[config.mk]
export PLATFORM = sky130hd
export DESIGN_NAME = alu_iter_shifter
export DESIGN_NICKNAME = d
export VERILOG_FILES = /design/src/rtl/alu_iter_shifter.sv
export SDC_FILE = /design/constraint.sdc
export NUM_CORES = 1
export LEC_CHECK = 0
export ABC_AREA = 1
export CORE_ASPECT_RATIO = 1.75
export CORE_UTILIZATION = 50
export CTS_BUF_LIST = sky130_fd_sc_hd__clkbuf_16
export DETAILED_ROUTE_END_ITERATION = 8
export PLACE_DENSITY_LB_ADDON = 0.2
export SYNTH_ARGS = -nofsm -noshare
export SYNTH_HDL_FRONTEND = slang
export SYNTH_SLANG_ARGS = --single-unit
[constraint.sdc]
create_clock -name master_clk -period 2.7 [get_ports master_clk]
set_input_delay 0.405 -clock master_clk [delete_from_list [all_inputs] [get_ports master_clk]]
set_output_delay 0.405 -clock master_clk [all_outputs]
set_load 0.02 [all_outputs]
[src/rtl/alu_iter_shifter.sv]
// rtl/alu_iter_shifter.sv - multi-cycle one-bit-per-clock shift/rotate unit
module alu_iter_shifter #(
  parameter int WIDTH   = 8,
  parameter int CNT_W   = 8,
  parameter int FLAGS_W = 4
) (
  input  logic               master_clk,
  input  logic               rst,
  input  logic               start,
  input  logic [2:0]         op,
  input  logic               pair,
  input  logic [WIDTH-1:0]   a_in_lo,
  input  logic [WIDTH-1:0]   a_in_hi,
  input  logic [CNT_W-1:0]   b_in,
  input  logic [FLAGS_W-1:0] proc_flags_in,
  output logic               busy,
  output logic               done,
  output logic [WIDTH-1:0]   out_lo,
  output logic [WIDTH-1:0]   out_hi,
  output logic [FLAGS_W-1:0] proc_flags_out
);

  localparam int PF_SLOT_Z = 0;
  localparam int PF_SLOT_C = 1;
  localparam int PF_SLOT_N = 3;

  localparam logic [2:0] OP_LSL  = 3'd0;
  localparam logic [2:0] OP_LSR  = 3'd1;
  localparam logic [2:0] OP_ASR  = 3'd2;
  localparam logic [2:0] OP_ROL  = 3'd3;
  localparam logic [2:0] OP_ROR  = 3'd4;
  localparam logic [2:0] OP_ROLC = 3'd5;
  localparam logic [2:0] OP_RORC = 3'd6;

  localparam logic [0:0] S_IDLE = 1'b0;
  localparam logic [0:0] S_RUN  = 1'b1;

  logic [0:0]           r_state;
  logic [2:0]           r_op;
  logic                 r_pair;
  logic [2*WIDTH-1:0]   r_work;
  logic                 r_c;
  logic [CNT_W-1:0]     r_n;
  logic [FLAGS_W-1:0]   r_flags;
  logic                 r_done;
  logic [WIDTH-1:0]     r_out_lo;
  logic [WIDTH-1:0]     r_out_hi;
  logic [FLAGS_W-1:0]   r_flags_out;

  logic [CNT_W-1:0]     w_lim;
  logic [CNT_W-1:0]     w_n_start;
  logic                 w_msb;
  logic                 w_lsb;
  logic                 w_in;
  logic                 w_left;
  logic                 w_c_nxt;
  logic [2*WIDTH-1:0]   w_step;
  logic [FLAGS_W-1:0]   w_flags_nxt;

  // Shifts saturate one past the operand width so a full flush also clears C.
  always_comb begin
    w_lim     = pair ? CNT_W'(2*WIDTH+1) : CNT_W'(WIDTH+1);
    w_n_start = '0;
    case (op)
      OP_LSL, OP_LSR, OP_ASR:            w_n_start = (b_in > w_lim) ? w_lim : b_in;
      OP_ROL, OP_ROR, OP_ROLC, OP_RORC:  w_n_start = b_in & CNT_W'(WIDTH-1);
      default:                           w_n_start = '0;
    endcase
  end

  always_comb begin
    w_msb   = r_pair ? r_work[2*WIDTH-1] : r_work[WIDTH-1];
    w_lsb   = r_work[0];
    w_in    = 1'b0;
    w_left  = 1'b1;
    w_c_nxt = w_msb;
    case (r_op)
      OP_LSL:  begin w_in = 1'b0;  w_left = 1'b1; w_c_nxt = w_msb; end
      OP_LSR:  begin w_in = 1'b0;  w_left = 1'b0; w_c_nxt = w_lsb; end
      OP_ASR:  begin w_in = w_msb; w_left = 1'b0; w_c_nxt = w_lsb; end
      OP_ROL:  begin w_in = w_msb; w_left = 1'b1; w_c_nxt = w_msb; end
      OP_ROR:  begin w_in = w_lsb; w_left = 1'b0; w_c_nxt = w_lsb; end
      OP_ROLC: begin w_in = r_c;   w_left = 1'b1; w_c_nxt = w_msb; end
      OP_RORC: begin w_in = r_c;   w_left = 1'b0; w_c_nxt = w_lsb; end
      default: begin w_in = 1'b0;  w_left = 1'b1; w_c_nxt = r_c;   end
    endcase
    // Single-width ops leave the latched high half untouched.
    if (r_pair)
      w_step = w_left ? {r_work[2*WIDTH-2:0], w_in} : {w_in, r_work[2*WIDTH-1:1]};
    else
      w_step = w_left ? {r_work[2*WIDTH-1:WIDTH], r_work[WIDTH-2:0], w_in}
                      : {r_work[2*WIDTH-1:WIDTH], w_in, r_work[WIDTH-1:1]};
  end

  always_comb begin
    w_flags_nxt            = r_flags;
    w_flags_nxt[PF_SLOT_Z] = r_pair ? (r_work == '0) : (r_work[WIDTH-1:0] == '0);
    w_flags_nxt[PF_SLOT_C] = r_c;
    w_flags_nxt[PF_SLOT_N] = w_msb;
  end

  always_ff @(posedge master_clk or posedge rst) begin
    if (rst) begin
      r_state     <= S_IDLE;
      r_op        <= '0;
      r_pair      <= 1'b0;
      r_work      <= '0;
      r_c         <= 1'b0;
      r_n         <= '0;
      r_flags     <= '0;
      r_done      <= 1'b0;
      r_out_lo    <= '0;
      r_out_hi    <= '0;
      r_flags_out <= '0;
    end else begin
      r_done <= 1'b0;
      case (r_state)
        S_IDLE: begin
          if (start) begin
            r_op    <= op;
            r_pair  <= pair;
            r_work  <= {a_in_hi, a_in_lo};
            r_c     <= proc_flags_in[PF_SLOT_C];
            r_flags <= proc_flags_in;
            r_n     <= w_n_start;
            r_state <= S_RUN;
          end
        end
        default: begin
          if (r_n != '0) begin
            r_work <= w_step;
            r_c    <= w_c_nxt;
            r_n    <= r_n - 1'b1;
          end else begin
            r_out_lo    <= r_work[WIDTH-1:0];
            r_out_hi    <= r_work[2*WIDTH-1:WIDTH];
            r_flags_out <= w_flags_nxt;
            r_done      <= 1'b1;
            r_state     <= S_IDLE;
          end
        end
      endcase
    end
  end

  assign busy           = (r_state == S_RUN);
  assign done           = r_done;
  assign out_lo         = r_out_lo;
  assign out_hi         = r_out_hi;
  assign proc_flags_out = r_flags_out;

endmodule
# Word-level counts from Yosys, hierarchy flattened
# Cells that the tools add are included.
word_totals:
  reg_bits: 54
  latchBits: 0
  mem_bits_rw: 0
  mem_bits_ro: 0
  in_bits: 35
  output_inout_bits: 22
  wordCells: 72
  n_memories: 0
classes:
  add_sub_neg: 1
  multipliers: 0
  n_div: 0
  magnitude_cmp: 1
  n_eq_ne: 15
  shifts: 0
  muxes: 24
  bitwise: 2
  n_reduce_logical: 17
op_table:
  columns: ["operator", "n"]
  rows:
  - ["$mux 16", 5]
  - ["$mux 8", 5]
  - ["$eq 3x3->1 const B", 6]
  - ["$logic_not 16->1", 1]
  - ["$pmux 8 s2", 1]
  - ["$eq 3x2->1 const B", 4]
  - ["$mux 1", 10]
  - ["$gt 8x5->1", 1]
  - ["$logic_not 8->1", 1]
  - ["$reduce_bool 8->1", 1]
  - ["$reduce_or 4->1", 2]
  - ["$sub 8x1->8 const B", 1]
  - ["$eq 3x1->1 const B", 2]
  - ["$logic_not 3->1", 2]
  - ["$reduce_and 2->1", 3]
  - ["$reduce_and 3->1", 2]
  - ["$reduce_or 3->1", 2]
  - ["$mux 5", 1]
  - ["$ne 2x1->1 const B", 2]
  - ["$reduce_or 2->1", 2]
  - ["$ne 3x3->1 const B", 1]
  - ["$pmux 1 s3", 1]
  - ["$not 1->1", 2]
  - ["$pmux 1 s2", 1]
  - ["$reduce_bool 2->1", 1]

# Depth between registers and ports, before layout
# Gate-level depths: netlist of the first run.
depth:
  depth_word: 7
  mapped_depth: 11
  ltp_nobuf: 10

# Worst setup path after synthesis of the first run
# OpenSTA, ideal clock, no wires.
synth_path:
  kind: "register -> register"
  from: "register r_n[0]"
  to: "register r_out_lo[0], in the netlist out_lo[0]"
  setup_time_ps: 130
  arrival_ps: 1357
  required_time_ps: 2570
  path_slack_ps: 1213
  path_stages_with_launch: 10
  path_buffers: 2
  period_less_slack_ps: 1487
  path_cell_list: "dfrtp_1 > inv_1 > ha_1 > nand2_1 > nor2_4 > nand3_4 > buf_2 > buf_6 > nand2_1 > o21ai_0"
synth_between:
  elab_chain_len: 3
synth_rtl:
  columns: ["item", "line", "text"]
  rows:
  - ["start: declaration", "43", "logic [CNT_W-1:0] r_n;"]
  - ["start signal: assignment", "125", "r_n <= w_n_start;"]
  - ["start signal: assignment", "133", "r_n <= r_n - 1'b1;"]
  - ["$reduce_bool 8->1", "130", "if (r_n != '0) begin"]
  - ["$not 1->1 (no line)", null, null]
  - ["$reduce_and 2->1 (no line)", null, null]
  - ["end signal: assignment", "135", "r_out_lo <= r_work[WIDTH-1:0];"]
  - ["end: declaration", "46", "logic [WIDTH-1:0] r_out_lo;"]
# Every way passes these cells.
# A chain may end at the register's enable or synchronous reset.

# Worst setup path after layout of the first run
layout_path:
  from: "register r_state, in the netlist busy"
  to: "output port busy"
layout_lines:
  columns: ["item", "line", "text"]
  rows:
  - ["start: declaration", "38", "logic [0:0] r_state;"]
  - ["start signal: assignment", "104", "r_state <= S_IDLE;"]
  - ["start signal: assignment", "126", "r_state <= S_RUN;"]
  - ["start signal: assignment", "139", "r_state <= S_IDLE;"]
  - ["end: declaration", "16", "output logic busy,"]
# No word-level cell between the ends.

==> impl_metrics.env, run 1 <==
export IMPL_outcome="completed"
export IMPL_die_area_um2=6170
export IMPL_insertion_delay_ps=280
export IMPL_nFillCells=500
export IMPL_grt_first_pass_wirelength_mm=11.0
export IMPL_grt_max_degree=39
export IMPL_cp_end_kind="output pin"
export IMPL_comb_power_share_pct=50.3
export IMPL_grt_pass1_vias=2546
export IMPL_seq_area_frac_synth_pct=44.5
export IMPL_final_cell_mix="nand2_1 (118), clkdlybuf4s50_1 (54), dfrtp_1 (52), nor2_1 (35), inv_1 (34)"
export IMPL_nets=475
export IMPL_post_cts_resized=0
export IMPL_total_leakage_power_uw=0.00176
export IMPL_drtPass1Iterations=5
export IMPL_clock_fmax_mhz=457
export IMPL_synthesis_nets=425
export IMPL_place_hpwl_mm=4.98
export IMPL_syn2layout_area_growth_pct=23.7
export IMPL_cp_required_ps=2300
export IMPL_p_int_uw=2260
export IMPL_tritoncts="yes"
export IMPL_io_buffers=54
export IMPL_cp_cell_sequence="clkdlybuf4s50_1"
export IMPL_cts_hold_buffers=0
export IMPL_clock_sinks=52
export IMPL_drtIter0Drc=140
export IMPL_synth_distinct_cells=30
export IMPL_gp_congestion=0.828
export IMPL_setup_viol=0
export IMPL_grt_usage_pct=23.3
export IMPL_drt_antenna_violating_nets=0
export IMPL_syn_area_um2=2920
export IMPL_powerDensity_nw_per_um2=1110
export IMPL_rsz0062_at_grt="false"
export IMPL_p_clk_share_pct=15.1
export IMPL_synthArstFlopShare_pct=100
export IMPL_cp_start_kind="register"
export IMPL_clk_path_buf_depth=2
export IMPL_clock_skew_ps=6.13
export IMPL_ys_warnings_count=0
export IMPL_die_x_um=59.8
export IMPL_synth_avg_cell_area_um2=7.55
export IMPL_coreArea_um2=5590
export IMPL_n_antenna_cell=0
export IMPL_power_frac_seq_pct=34.5
export IMPL_holdCritPathClass="register to register"
export IMPL_multi_input_area_um2=1340
export IMPL_max_stage_delay_ps=770
export IMPL_drc=0
export IMPL_cp_slowest_cell="dfrtp_1"
export IMPL_synth_main_ff_cell="dfrtp_1"
export IMPL_final_common_cell="nand2_1"
export IMPL_final_hold_violation_count=0
export IMPL_cts_buffers=5
export IMPL_clkSlewWorstSetupHoldPaths_ps=70
export IMPL_fin_tns_setup_ps=0
export IMPL_power_uw=4010
export IMPL_ioPinCount=57
export IMPL_antenna_found_initial=0
export IMPL_cp_max_fo=16
export IMPL_arrival_ps=1790
export IMPL_power_switching_uw=1750
export IMPL_syn_inst=387
export IMPL_drt_total_wl_mm=6.73
export IMPL_cpLargestDelayFamily="flip-flops"
export IMPL_criticalPathCategory="register to output pin"
export IMPL_rows=36
export IMPL_ys_ff_latch=52
export IMPL_fin_crit_ps=2190
export IMPL_die_h_um=103
export IMPL_slew_viol_final=0
export IMPL_sw_frac_of_total_pct=43.5
export IMPL_cts_root_buf="clkbuf_16"
export IMPL_via_count=2684
export IMPL_drv_cap=0
export IMPL_regArea_um2=1300
export IMPL_htreeDepth=2
export IMPL_drive_above_1_share_pct=8.24
export IMPL_finalCritPeriodShare_pct=81.1
export IMPL_post_cts_buffers=0
export IMPL_worstMarginPinSlew_ps=663
export IMPL_initial_core_util_pct=52.3
export IMPL_wl_per_cell_um=13.1
export IMPL_path_buf_inv=1
export IMPL_synth_edf_count=0
export IMPL_viasPerCell=5.23
export IMPL_max_slew_margin_rel_pct=55.8
export IMPL_vdd_drop_max_mv=0.495
export IMPL_gr_total_overflow=0
tightest hold or removal path, stage by stage (launching register included):
cell and delay (ps):
dfrtp_1 340, nand2_1 50, nand2_1 50
power groups by stage:
stage | registers, uW | logic [uW] | clock network (uW)
floorplan | 1480 | 1380 | 0
global placement | 1380 | 1960 | 0
detailed placement | 1390 | 2020 | 0
CTS | 1380 | 2030 | 617
global route | 1430 | 2260 | 649
finish | 1390 | 2020 | 607
metrics by stage:
| stage | util [%] | area [um^2] | hold slack (ps) | setup WS [ps] | instances |
|---|---|---|---|---|---|
| 6_report | 64.7 | 3610 | 465 | 510 | 513 |
| 5_1_grt | 64.7 | 3610 | 497 | 460 | 513 |
| 4_1_cts | 64.7 | 3610 | 477 | 518 | 513 |
| 3_5_place_dp | 62.3 | 3480 | 463 | 561 | 506 |
| 3_3_place_gp | 62.3 | 3480 | 446 | 596 | 506 |
| 2_1_floorplan | - | 2920 | 436 | 1040 | 387 |
final cells by class:
cell class,count,area share [%]
tap,76,2.63
sequential,52,36.0
clock inverter,2,0.346
multi-input combinational,278,37.1
timing repair buffer,57,15.9
inverter,43,4.53
clock buffer,5,3.46
cell families (layout without fill, tap and decap cells):
group / after synthesis / in the layout / share of synthesized area [%]
and+or+nand+nor: 202 / 202 / 30.8
AOI/OAI and AO/OA: 71 / 71 / 13.1
buffers and inverters: 57 / 107 / 9.55
DFF: 52 / 52 / 44.5
adders and majority gates: 3 / 3 / 1.28
xor gates and xnor gates: 1 / 1 / 0.300
muxes: 1 / 1 / 0.385
cells in the mapped netlist (3+ instances only):
library cell	count	area share, %
inv_2	7	0.90
a21oi_2	6	1.8
buf_4	4	1.0
inv_1	35	4.5
nand3_1	27	4.6
ha_1	3	1.3
a21oi_1	22	3.8
dfrtp_1	52	45
nand2_1	118	15
buf_6	6	2.3
nor2_1	35	4.5
o21ai_1	24	4.1
o21ai_0	17	2.9
nand4_1	8	1.7
registers in the layout, indices dropped and copies added (netlist names):
register / count
r_op: 3
busy: 1
r_flags: 1
done: 1
r_c: 1
r_work: 16
proc_flags_out: 4
r_n: 8
out_hi: 8
r_pair: 1
out_lo: 8
layer usage:
layer | up-vias | routed length, um | track usage, %
met1 | 1246 | 2710 | 25.8
met4 | 0 | 121 | 10.9
met3 | 10 | 241 | 3.64
li1 | 1341 | - | -
met5 | - | 0 | 0
met2 | 87 | 3660 | 42.2
path summary, 6_finish.rpt:
path	slack (ps)	startpoint	cells after the start	end
worst max-delay path	510	busy$_DFF_PP0_	1	busy
worst min-delay path	470	r_flags[2]$_DFFE_PP0P_	2	proc_flags_out[2]$_DFFE_PP0P_
worst max register to register	800	busy$_DFF_PP0_	7	r_n[4]$_DFFE_PP0P_
worst min register to register	470	r_flags[2]$_DFFE_PP0P_	2	proc_flags_out[2]$_DFFE_PP0P_
max in group asynchronous	1690	rst	3	r_pair$_DFFE_PP0P_
min in group asynchronous	480	rst	2	done$_DFF_PP0_
(Power assumes the default switching activity.)
==> run 2: changes to the inputs <==
Clock period 2.7 ns to 2.3 ns, I/O delays scaled along.
==> impl_metrics.env, run 2 (same netlist as run 1, synthesis figures left out) <==
export IMPL_critPathLaunch="busy$_DFF_PP0_"
export IMPL_cp_required_ps=1960
export IMPL_cts_buffers=5
export IMPL_rsz0062_at_grt="false"
export IMPL_wl_per_cell_um=13.2
export IMPL_viasPerCell=5.20
export IMPL_fin_crit_ps=1830
export IMPL_finalCritPeriodShare_pct=79.7
export IMPL_grt_pass1_vias=2520
export IMPL_ioPinCount=57
export IMPL_criticalPathCategory="register to output pin"
export IMPL_grt_max_degree=53
export IMPL_r2r_start="r_n[0]$_DFFE_PP0P_"
export IMPL_final_hold_violation_count=0
export IMPL_cts_hold_buffers=0
export IMPL_htreeDepth=2
export IMPL_clock_skew_ps=4.27
export IMPL_hp_start="r_flags[2]$_DFFE_PP0P_"
export IMPL_gp_congestion=0.848
export IMPL_grt_usage_pct=24.3
export IMPL_cp_start_kind="register"
export IMPL_nets=476
export IMPL_drive_above_1_share_pct=8.20
export IMPL_post_cts_resized=0
export IMPL_via_count=2678
export IMPL_total_leakage_power_uw=0.00177
export IMPL_syn2layout_area_growth_pct=24.4
export IMPL_drt_total_wl_mm=6.82
export IMPL_tritoncts="yes"
export IMPL_drtPass1Iterations=5
export IMPL_drc=0
export IMPL_fin_tns_setup_ps=0
export IMPL_die_x_um=59.8
export IMPL_max_stage_delay_ps=680
export IMPL_clock_sinks=52
export IMPL_cp_end_kind="output pin"
export IMPL_max_slew_margin_rel_pct=56.4
export IMPL_grt_first_pass_wirelength_mm=11.2
export IMPL_final_common_cell="nand2_1"
export IMPL_cp_max_fo=6
export IMPL_vdd_drop_max_mv=0.545
export IMPL_insertion_delay_ps=290
export IMPL_pre_cts_ws_ps=241
export IMPL_coreArea_um2=5590
export IMPL_drv_cap=0
export IMPL_clock_fmax_mhz=546
export IMPL_cp_cell_sequence="clkdlybuf4s50_1"
export IMPL_gr_total_overflow=0
export IMPL_powerDensity_nw_per_um2=1330
export IMPL_drtIter0Drc=124
export IMPL_largest_register="r_work"
export IMPL_die_area_um2=6170
export IMPL_io_buffers=54
export IMPL_die_h_um=103
export IMPL_rows=36
export IMPL_clk_path_buf_depth=2
export IMPL_outcome="completed"
export IMPL_path_buf_inv=1
export IMPL_arrival_ps=1490
export IMPL_cts_root_buf="clkbuf_16"
export IMPL_n_antenna_cell=0
export IMPL_slew_viol_final=0
export IMPL_place_hpwl_mm=4.87
export IMPL_final_cell_mix="nand2_1 (118), clkdlybuf4s50_1 (54), dfrtp_1 (52), nor2_1 (35), inv_1 (34)"
export IMPL_clkSlewWorstSetupHoldPaths_ps=60
export IMPL_largest_reg_flops=16
export IMPL_worstMarginPinSlew_ps=654
export IMPL_cpLargestDelayFamily="buffers and inverters"
export IMPL_holdCritPathClass="register to register"
export IMPL_initial_core_util_pct=52.3
export IMPL_post_cts_buffers=0
export IMPL_setup_viol=0
export IMPL_drt_antenna_violating_nets=0
export IMPL_setup_slack_ps=467
export IMPL_antenna_found_initial=0
export IMPL_cp_slowest_cell="clkdlybuf4s50_1"
run 2: changes by cell type in the layout (fill, tap and decap cells not counted):
cell / change
clkinvlp_4: -1
buf_4: +2
clkinv_1: +2
clkinv_2: -1
buf_12: -1
bufinv_16: +1
run 2: stage by stage:
| stage | hold slack, ps | power, uW | util (%) | area [um^2] | cells |
|---|---|---|---|---|---|
| after floorplan | 436 | 3360 | - | 2920 | 387 |
| after global placement | 446 | 3940 | 62.2 | 3470 | 507 |
| after detailed placement | 461 | 4020 | 62.2 | 3470 | 507 |
| after CTS | 475 | 4870 | 65.1 | 3630 | 515 |
| after global routing | 486 | 5240 | 65.1 | 3630 | 515 |
| final | 467 | 4850 | 65.1 | 3630 | 515 |
run 2: cell type report:
class | count | area [um^2]
fill | 532 | 1950
multi-input combinational | 278 | 1340
sequential | 52 | 1300
timing repair buffer | 58 | 571
inverter | 43 | 164
clock buffer | 5 | 125
tap | 76 | 95.1
clock inverter | 3 | 37.5
run 2: power by group:
part	switching [uW]	total, uW	internal, uW
Sequential	315	1620	1300
Clock	314	820	506
Combinational	1450	2410	962
Total	2080	4850	2770
run 2: worst paths after layout:
kind / slack, ps / end / cells after the start
worst max-delay path: 470 / busy / 1
worst min-delay path: 470 / proc_flags_out[2]$_DFFE_PP0P_ / 2
worst max register to register: 550 / r_n[5]$_DFFE_PP0P_ / 9
worst min register to register: 470 / proc_flags_out[2]$_DFFE_PP0P_ / 2
max in group asynchronous: 1310 / r_work[4]$_DFFE_PP0P_ / 3
min in group asynchronous: 540 / proc_flags_out[2]$_DFFE_PP0P_ / 3
run 2: layer usage:
| layer | up-vias | part of all wire [%] | global-route usage, % |
|---|---|---|---|
| met5 | - | 0 | 0 |
| met4 | 0 | 2.2 | 12.7 |
| met3 | 11 | 3.5 | 4.52 |
| met2 | 69 | 55 | 42.1 |
| met1 | 1241 | 40 | 27.6 |
| li1 | 1357 | - | - |
==> variant 1 (config.mk and constraints of run 2) <==
Register the input `a_in_lo` before use, without a reset. The logic sees it one clock later. The other inputs are not delayed to match.
--- a/src/rtl/alu_iter_shifter.sv
+++ b/src/rtl/alu_iter_shifter.sv
@@ -34,6 +34,12 @@
 
   localparam logic [0:0] S_IDLE = 1'b0;
   localparam logic [0:0] S_RUN  = 1'b1;
+
+  logic [WIDTH-1:0] a_in_lo_q;
+
+  always_ff @(posedge master_clk) begin
+    a_in_lo_q <= a_in_lo;
+  end
 
   logic [0:0]           r_state;
   logic [2:0]           r_op;
@@ -119,7 +125,7 @@
           if (start) begin
             r_op    <= op;
             r_pair  <= pair;
-            r_work  <= {a_in_hi, a_in_lo};
+            r_work  <= {a_in_hi, a_in_lo_q};
             r_c     <= proc_flags_in[PF_SLOT_C];
             r_flags <= proc_flags_in;
             r_n     <= w_n_start;
Check against the original RTL: not equivalent (a bounded check fails within 4 cycles, from zero or initial values and one cycle with rst high).
==> variant 1 against run 2 <==
Wire length increased by 0.10%. Non-clock buffer count decreased by 1. Die area increased by 4.5%. Setup slack got worse by 0.053 ns. Cell area increased by 6.8%. Sequential cell count increased by 8. Worst hold slack got worse by 0.091 ns. Area after synthesis increased by 4.6%.
Power is not compared: it rests on default switching activity, and its combinational part moved more than twofold at a synthesized area within 25%.
==> variant 1: results <==
group,metric,value,unit
clock_tree,worst_skew_pair.late_latency,0.33,ns
clock_tree,cts_inserted_buffers,9,
placed_design,post-dp-hpwl,4960,um
setup_path,r2r.worst_path.cells,8,
routing,initialDrtViolationCount,137,
final_layout,post_route_cells_drive_above_1_share,8.57,%
logic_synthesis,synth_compound_gate_area_share,11.8,%
final_layout,count_of_nets_after_finishing,488,
setup_path,cp_data_arrival_time,1.54,ns
final_layout,filler_cell_count,541,
timing,slew_headroom,73.2,%
clock_tree,htree_num_levels,3,
timing,period_share,82.0,%
logic_synthesis,post_synth_most_frequent_cells,"122 x nand2_1, 52 x dfrtp_1, 39 x nor2_1, 38 x inv_1, 35 x o21ai_0",
run_status,status,"finished, final reports clean",
routing,avgViaCountPerCell,5.13,
global_routing,vias_in_the_first_global_route,2783,
setup_path,reg2reg_to,"r_n[4]",
logic_synthesis,netlist_top_cells_area,"dfrtp_1 43%, nand2_1 15%, o21ai_0 5.7%",
logic_synthesis,synth_nets,433,
logic_synthesis,synthArstFlopShare,86.7,%
setup_path,r2r_setup_slack,0.49,ns
placed_design,instance_area_after_placement,0.00362,sq mm
logic_synthesis,synth_cell_type_count,29,
global_routing,first_pass_grt_wire_length,11800,um
-- variant 1: cell count changes after synthesis, moves of 4 or more --
| cell | delta |
|---|---|
| a21oi_2 | -5 |
| nand2_1 | +4 |
| o22ai_1 | +4 |
| nand2_2 | +5 |
| buf_4 | -4 |
| nand3_1 | -5 |
| o21ai_1 | -13 |
| nor2_1 | +4 |
| o21ai_0 | +18 |
| a21oi_1 | -8 |
| dfxtp_1 | +8 |
-- variant 1: metal layers --
metal / GRT usage [%] / wire, um / share of wire (%)
met5: 0 / 0 / 0
met4: 11.0 / 154 / 2.3
met3: 5.15 / 229 / 3.4
met2: 42.9 / 3800 / 56
met1: 27.1 / 2640 / 39
-- variant 1: layout make-up --
cell class | count | share of cell area [%]
repair buffers | 57 | 14.8
well taps | 78 | 2.51
flip-flops and latches | 60 | 37.6
clock inverters | 7 | 0.902
inverters | 44 | 4.25
clock buffers | 9 | 5.80
multi-input cells | 278 | 34.1
-- variant 1: logic make-up after synthesis --
group           count (synthesis)
compound gates                 68
xor+xnor                        1
buf+inv                        57
flops                          60
simple gates                  206
fa+ha+maj                       3
-- variant 1: through the flow --
stage               setup slack [ns]  instances  power (mW)  hold slack (ns)  util [%]
global route                   0.276        533        2.84            0.419      66.0
CTS                            0.396        533        2.73            0.392      66.0
global placement               0.313        517        1.57            0.460      61.6
finish                         0.414        533        2.71            0.376      66.0
detailed placement             0.255        517        1.58            0.470      61.6
floorplan                      0.697        395        1.45            0.373         -
-- variant 1: worst min path at each step --
stage	from	endpoint	slack [ns]	depth (start not counted)
2_1_floorplan	a_in_lo[0]	a_in_lo_q[0]	0.37	0
3_3_place_gp	r_flags[2]	r_flags[2]	0.46	2
3_5_place_dp	proc_flags_out[1]	proc_flags_out[1]	0.47	2
4_1_cts	rst	out_lo[5]	0.39	3
5_1_grt	rst	out_lo[6]	0.42	3
6_report	rst	out_lo[2]	0.38	3
-- variant 1: report_power, final --
group	switching (mW)	internal, mW	total (mW)
clock	0.433	0.708	1.14
sequential	0.0632	1.13	1.20
combinational	0.221	0.151	0.371
==> variant 2 (flow settings as in run 2) <==
Made on the original files. `CNT_W`: 8 -> 12.
--- a/src/rtl/alu_iter_shifter.sv
+++ b/src/rtl/alu_iter_shifter.sv
@@ -1,7 +1,7 @@
 // rtl/alu_iter_shifter.sv - multi-cycle one-bit-per-clock shift/rotate unit
 module alu_iter_shifter #(
   parameter int WIDTH   = 8,
-  parameter int CNT_W   = 8,
+  parameter int CNT_W   = 12,
   parameter int FLAGS_W = 4
 ) (
   input  logic               master_clk,
Interface: changed (resized b_in); port bits go from 57 to 61. No check against the original RTL was run, so the function may have changed too.
==> variant 2 against run 2 <==
Wire length increased by 6.5%. Clock skew increased by 0.00078 ns. Global-route usage fell by 0.64 points. Cell count up 11%. Total power down 1.9%. Sequential cell count up 4. Sequential power up 7%. Setup slack got worse by 0.017 ns. Area after synthesis is 8.6% higher. Cell area up 8.7%. Critical endpoint is now r_n[6].
==> variant 2: results <==
group,metric,value,unit
run_status,status,"finished, final reports clean",
logic_synthesis,yosys.area_share.xor_xnor,0.552,%
setup_path,family_with_the_most_delay_on_the_worst_path,"simple AND/OR/NAND/NOR gates",
global_routing,gr-usage-met2,46.2,%
timing,slew_headroom,57.2,%
logic_synthesis,area_share_of_fa_ha_maj_cells_after_synthesis,1.18,%
final_layout,area.share.sequential,35.5,%
routing,drt_pass1_iterations,4,
logic_synthesis,synth_cell_type_count,33,
final_layout,count_of_plain_and_timing_repair_buffers_in_the_layout,65,
final_layout,clk_share,3.77,%
global_routing,globalRouteMet1Util,24.4,%
setup_path,critPathSlowestCell,"dfrtp_1",
setup_path,critPathMaxFanout,14,
logic_synthesis,post_synth_most_frequent_cells,"127 x nand2_1, 56 x dfrtp_1, 53 x inv_1, 45 x nor2_1, 34 x nand3_1",
pwr,comb_power_share,47.5,%
placed_design,post-dp-hpwl,5470,um
logic_synthesis,synthMuxAreaShare,0.355,%
global_routing,vias_in_the_first_global_route,2916,
setup_path,end_point_of_the_critical_path,"r_n[6]",
pwr,switchingPower,2.02,mW
logic_synthesis,synth_compound_gate_area_share,13.7,%
pwr,clk_pwr,0.766,mW
clock_tree,clock_sink_count,56,
final_layout,final-nonclk-buf-share,16.3,%
final_layout,multi_input_cells,312,
final_layout,n_all_inverters,53,
global_routing,grt.met3_usage,2.86,%
setup_path,cp_data_arrival_time,2.02,ns
routing,detail_route.wirelength,7260,um
setup_path,startpoint,"r_n[0]",
global_routing,grt_max_degree,39,
placed_design,routabilityCongestion,0.855,
timing,finalWorstSetupSlack,0.450,ns
hold_path,timing.hold.worst.class,"in2async",
final_layout,filler_cell_count,566,
routing,num_vias,2957,
logic_synthesis,synth_seq_area_share,44.2,%
setup_path,r2r.worst_path.cells,10,
placed_design,port-buffer-count,58,
pwr,power_per_cell_area,1200,mW/mm^2
logic_synthesis,synth_nets,481,
pwr,leakage,1.89,nW
global_routing,groute.usage.overall,23.7,%
final_layout,post_route_cells_drive_above_1_share,5.87,%
## variant 2: cell types whose count changed after synthesis, sizes merged, moves of 2 or more
cell	change
a22oi	+4
nand4	-3
nor2	+10
dfrtp	+4
nand3	+6
nand2	+10
nand3b	-2
buf	+3
inv	+10
o22ai	+2
## variant 2: worst min-delay path by stage
| stage | endpoint | depth (start not counted) |
|---|---|---|
| after floorplan | proc_flags_out[2] | 2 |
| after global routing | r_n[9] | 2 |
| after CTS | out_lo[5] | 2 |
| after detailed placement | proc_flags_out[2] | 2 |
| final | out_lo[5] | 2 |
| after global placement | proc_flags_out[2] | 2 |
## variant 2: per-layer routing
layer	wire length [um]	part of all wire, %
met1	2760	38
met2	3960	55
met3	287	4.0
met4	250	3.4
met5	0	0
## variant 2: metrics by stage
stage	area, sq um	cells
global placement	3800	566
detailed placement	3800	566
CTS	3950	574
finish	3950	574
floorplan	3170	439
global route	3950	574
